`src/rtl/fifo_rr_arbiter_pkg.sv`:
```
// Shared constants, types and helpers for the FIFO round-robin arbiter.
// A word's destination FIFO is carried in its top DEST_BITS bits.
package fifo_rr_arbiter_pkg;

  localparam int NUM_FIFOS = 4;
  localparam int WORD_SIZE = 6;
  localparam int DEST_BITS = 2;
  localparam int CNT_BITS  = 8;

  typedef logic [WORD_SIZE-1:0] word_t;
  typedef logic [DEST_BITS-1:0] idx_t;
  typedef logic [NUM_FIFOS-1:0] vec_t;

  function automatic idx_t dest_of(input word_t w);
    return w[WORD_SIZE-1 -: DEST_BITS];
  endfunction

  function automatic vec_t onehot(input idx_t idx);
    return vec_t'(1) << idx;
  endfunction

endpackage

```
`src/rtl/fifo_rr_arbiter_rr_grant.sv`:
```
// Combinational round-robin picker: the first requester at or after rr_ptr wins.
// Requests are rotated so that offset 0 corresponds to rr_ptr.
module fifo_rr_arbiter_rr_grant
  import fifo_rr_arbiter_pkg::*;
(
  input  vec_t req,
  input  idx_t rr_ptr,
  output idx_t grant,
  output logic grant_valid
);

  vec_t rot_req;

  genvar gi;
  generate
    for (gi = 0; gi < NUM_FIFOS; gi++) begin : g_rot
      idx_t idx;
      assign idx         = rr_ptr + idx_t'(gi);
      assign rot_req[gi] = req[idx];
    end
  endgenerate

  // Scan from the farthest offset down so the nearest requester is written last.
  always_comb begin
    grant       = rr_ptr;
    grant_valid = 1'b0;
    for (int k = NUM_FIFOS - 1; k >= 0; k--) begin
      if (rot_req[k]) begin
        grant       = rr_ptr + idx_t'(k);
        grant_valid = 1'b1;
      end
    end
  end

endmodule

```
`src/rtl/fifo_rr_arbiter.sv`:
```
// Pops input FIFOs round-robin and routes each word to the output FIFO named by
// its destination field; two-stage pipeline, stalls pops on any almost_full.
module fifo_rr_arbiter
  import fifo_rr_arbiter_pkg::*;
(
  input  logic                           clk,
  input  logic                           reset,
  input  logic [NUM_FIFOS*WORD_SIZE-1:0] in_data,
  input  logic [NUM_FIFOS-1:0]           in_empty,
  output logic [NUM_FIFOS-1:0]           in_pop,
  input  logic [NUM_FIFOS-1:0]           out_almost_full,
  input  logic [NUM_FIFOS-1:0]           out_full,
  output logic [NUM_FIFOS-1:0]           out_push,
  output logic [WORD_SIZE-1:0]           out_data,
  output logic                           idle,
  output logic                           drop_err,
  output logic [CNT_BITS-1:0]            fwd_count
);

  idx_t  rr_ptr;
  idx_t  sel_q;
  logic  vld_q;
  idx_t  grant;
  logic  grant_valid;
  logic  stall;
  logic  pop_fire;
  word_t words [NUM_FIFOS];
  word_t cur_word;
  idx_t  cur_dest;

  genvar gi;
  generate
    for (gi = 0; gi < NUM_FIFOS; gi++) begin : g_words
      assign words[gi] = in_data[gi*WORD_SIZE +: WORD_SIZE];
    end
  endgenerate

  fifo_rr_arbiter_rr_grant u_rr_grant (
    .req         (~in_empty),
    .rr_ptr      (rr_ptr),
    .grant       (grant),
    .grant_valid (grant_valid)
  );

  assign stall    = |out_almost_full;
  assign pop_fire = grant_valid & ~stall & ~reset;
  assign in_pop   = pop_fire ? onehot(grant) : '0;

  // The popped FIFO presents its word one cycle after the pop.
  assign cur_word = words[sel_q];
  assign cur_dest = dest_of(cur_word);

  assign idle = (&in_empty) & ~vld_q & ~(|out_push);

  always_ff @(posedge clk or posedge reset) begin
    if (reset) begin
      rr_ptr    <= '0;
      sel_q     <= '0;
      vld_q     <= 1'b0;
      out_push  <= '0;
      out_data  <= '0;
      drop_err  <= 1'b0;
      fwd_count <= '0;
    end else begin
      if (pop_fire) begin
        rr_ptr <= grant + idx_t'(1);
        sel_q  <= grant;
        vld_q  <= 1'b1;
      end else begin
        vld_q  <= 1'b0;
      end

      out_push <= '0;
      if (vld_q) begin
        if (!out_full[cur_dest]) begin
          out_push  <= onehot(cur_dest);
          out_data  <= cur_word;
          fwd_count <= fwd_count + CNT_BITS'(1);
        end else begin
          // Destination full: the word is lost and the error latches until reset.
          drop_err <= 1'b1;
        end
      end
    end
  end

endmodule

```
`config.mk`:
```
export PLATFORM = sky130hd
export DESIGN_NAME = fifo_rr_arbiter
export DESIGN_NICKNAME = d
export VERILOG_FILES = /design/src/rtl/fifo_rr_arbiter_pkg.sv /design/src/rtl/fifo_rr_arbiter_rr_grant.sv /design/src/rtl/fifo_rr_arbiter.sv
export SDC_FILE = /design/constraint.sdc
export NUM_CORES = 1
export LEC_CHECK = 0
export CAP_MARGIN = 25
export CORE_MARGIN = 3
export CORE_UTILIZATION = 42
export DETAILED_ROUTE_END_ITERATION = 12
export PLACE_DENSITY = 0.76
export RECOVER_POWER = 50
export SLEW_MARGIN = 20
export SYNTH_ARGS = -nofsm -noshare
export SYNTH_HDL_FRONTEND = slang
export SYNTH_SLANG_ARGS = --single-unit
```
`constraint.sdc`:
```
create_clock -name clk -period 2.6 [get_ports clk]
set_input_delay 0.39 -clock clk [delete_from_list [all_inputs] [get_ports clk]]
set_output_delay 0.39 -clock clk [all_outputs]
set_load 0.02 [all_outputs]
```
==> flow_summary.yaml <==
setup_path:
  worstSetupPathType: "in -> out"
  end_kind: "output port"
  crit_path_top_delay_cell: "or4_1"
  crit_required_ns: 2.21
  cp_top_family: "simple AND/OR/NAND/NOR gates"
  path_cells: "clkdlybuf4s50_1, or4_1, nor3_4, buf_4, and3_1, clkdlybuf4s15_1"
  critical_path_peak_fanout: 8
  path_depth: 6
  arrival_ns: 2.17
  slowest_delay_ns: 0.57
  reg2regPathDepth: 5
  start_kind: "primary input"
  cp_num_buf_inv: 3
final_layout:
  seqCellArea_um2: 601
  areaGrowthSynthToFinish_pct: 48.3
  final_util_pct: 68.3
  n_antenna_cell: 0
  drive_gt1_share_pct: 16.2
  multi_input_area_um2: 798
  fill_cells: 257
  fin_nets: 239
yosys:
  ys_ff_latch: 24
  yosys-top-cells-area: "dfrtp_1 (41%), mux4_1 (7.2%), mux2_2 (5.4%)"
  synth_compound_area_share_pct: 12.2
  synth_area_leader_cell: "dfrtp_1"
  avgSynthCellArea_um2: 11.5
  yosysMostFrequentCell: "dfrtp_1"
  synth_top_family_by_area: "simple AND/OR/NAND/NOR gates"
  synth_xor_area_share_pct: 4.19
  ys_types: 43
  ys_seq_area_share_pct: 41.1
  synth_nets: 166
  async_reset_ff_share_pct: 100
  synth-adder-area-share_pct: 0.855
  netlist_area_mm2: 0.00146
  synth_flop_cell: "dfrtp_1"
  synth_edf_count: 0
  yosysWarnings: 0
  muxShareOfSynthArea_pct: 18.4
  synthSimpleGateAreaFrac_pct: 18.5
  synth_common_cells: "dfrtp_1 (24), nor2_1 (9), mux2_2 (7)"
  synth.top_cell.area_share_pct: 41.1
  syn_inst: 127
global_routing:
  antenna_found_initial: 0
  grt_pass1_vias: 1313
  grt_max_degree: 25
  track_usage_pct: 18.1
  grt_pass1_wl_mm: 6.03
  grt.overflow.total: 0
pwr:
  pwr_density_cell_mw_per_mm2: 615
  p_leak_nw: 0.932
  ir_drop_mv: 0.372
die:
  die_area_mm2: 0.00423
  core_area_mm2: 0.00318
  rows: 20
  initial_core_util_pct: 46.0
  ios: 62
  die_y_um: 65.0
  dieWidth_um: 65.0
clocking:
  ctsHoldBuffers: 0
  cts-buffers-inserted: 3
  clock_latency_ns: 0.30
  cts.sinks: 24
  path_clk_slew_ns: 0.12
  cts_buffer_depth: 2
  tritoncts: "built"
  cts_max_level: 1
  ctsRootBufferMaster: "clkbuf_4"
routing:
  drt_wl_total_mm: 3.48
  route.vias.total: 1304
  wl_per_cell_um: 14.4
  via_per_inst: 5.39
  drtIter0Drc: 73
  firstDrtPassIters: 4
  antenna_left: 0
  drc: 0
timing:
  finalClockSkew_ns: 0.00295
  rsz0062_at_grt: "no"
  finalWorstSetupSlack_ns: 0.0409
  setup_viol: 0
  maxSlewHeadroom_pct: 15.5
  max_freq_mhz: 391
  slew_violations: 0
  final_hold_viol_count: 0
  min_period_ns: 2.56
  worst_pin_slew_ns: 1.27
  post-route-period-util_pct: 98.4
outcome:
  status: "finished, final reports clean"
placement:
  hpwl_mm: 2.89
  portBuffers: 61
  place_ws_ns: -0.315
  gp_congestion: 0.822
flow_run:
  cap_violations: 0
worst_hold_path:
  hold_path_class: "reg -> reg"
  hold_depth: 1
-- cell usage in the layout, fill, tap and decap left out, types with 4 or more instances in the layout --
cell             instances
o21ai_0                  6
nand2_1                  6
nand4_1                  4
dlygate4sd3_1            7
nor2_1                   9
buf_4                   10
xor2_1                   4
nand3_1                  4
nand2b_1                 4
clkdlybuf4s50_1         50
mux4_1                   4
inv_1                    4
mux2_2                   7
nand3b_1                 4
dfrtp_1                 24
-- layer usage --
metal / wire [µm] / vias to the layer above / GRT usage (%)
li1: - / 629 / -
met5: 0 / - / 0
met2: 1660 / 57 / 29.9
met1: 1430 / 616 / 22.1
met3: 376 / 2 / 6.93
met4: 15 / 0 / 4.66
-- metrics by stage --
| stage | hold slack [ns] | instances | TNS [ns] | cell area, µm² | total power, mW |
|---|---|---|---|---|---|
| finish | 0.471 | 242 | 0 | 2170 | 1.33 |
| global route | 0.505 | 242 | 0 | 2170 | 1.43 |
| CTS | 0.474 | 242 | 0 | 2190 | 1.36 |
| detailed placement | 0.458 | 239 | -1.08 | 2160 | 1.20 |
| global placement | 0.462 | 239 | -0.784 | 2160 | 1.18 |
| floorplan | 0.405 | 127 | 0 | 1460 | 0.949 |
-- sequential cells by signal, summed over array words and instances (netlist names) --
signal,count
fwd_count,8
sel_q,2
vld_q,1
rr_ptr,2
out_push,4
out_data,6
drop_err,1
-- final cells by class --
class	count	share of cell area (%)
clock buffers	3	1.04
inverters	4	0.692
multi-input cells	94	36.8
flip-flops and latches	24	27.7
well taps	44	2.54
repair buffers	73	31.3
-- logic make-up (layout without fill, tap and decap cells) --
group | count (synthesis) | count (layout)
multiplexers | 16 | 16
XOR/XNOR | 7 | 7
adder cells (fa/ha/maj) | 1 | 1
flip-flops | 24 | 24
AND/OR/NAND/NOR | 47 | 47
AO/OA/AOI/OAI | 23 | 23
buffers and inverters | 9 | 80
-- final timing paths --
check / from / endpoint / slack, ns
setup / recovery: out_almost_full[1] / in_pop[2] / 0.04
hold / removal: fwd_count[7] / fwd_count[7] / 0.47
setup reg to reg: sel_q[0] / out_data[1] / 0.35
hold reg to reg: fwd_count[7] / fwd_count[7] / 0.47
max in group asynchronous: reset / rr_ptr[0] / 0.86
min in group asynchronous: reset / fwd_count[4] / 1.00
-- power breakdown --
group | total, mW | switching (mW) | internal (mW)
combinational | 0.647 | 0.293 | 0.354
sequential | 0.533 | 0.0752 | 0.457
clock | 0.154 | 0.100 | 0.0539
-- timing repair --
item                       in CTS  in global routing
pin swaps                       0                  2
resized for setup               8                  6
cloned                          0                  0
setup endpoints to repair       4                  4
setup buffers                   0                  0
No activity file was read; power rests on OpenSTA's default activity.
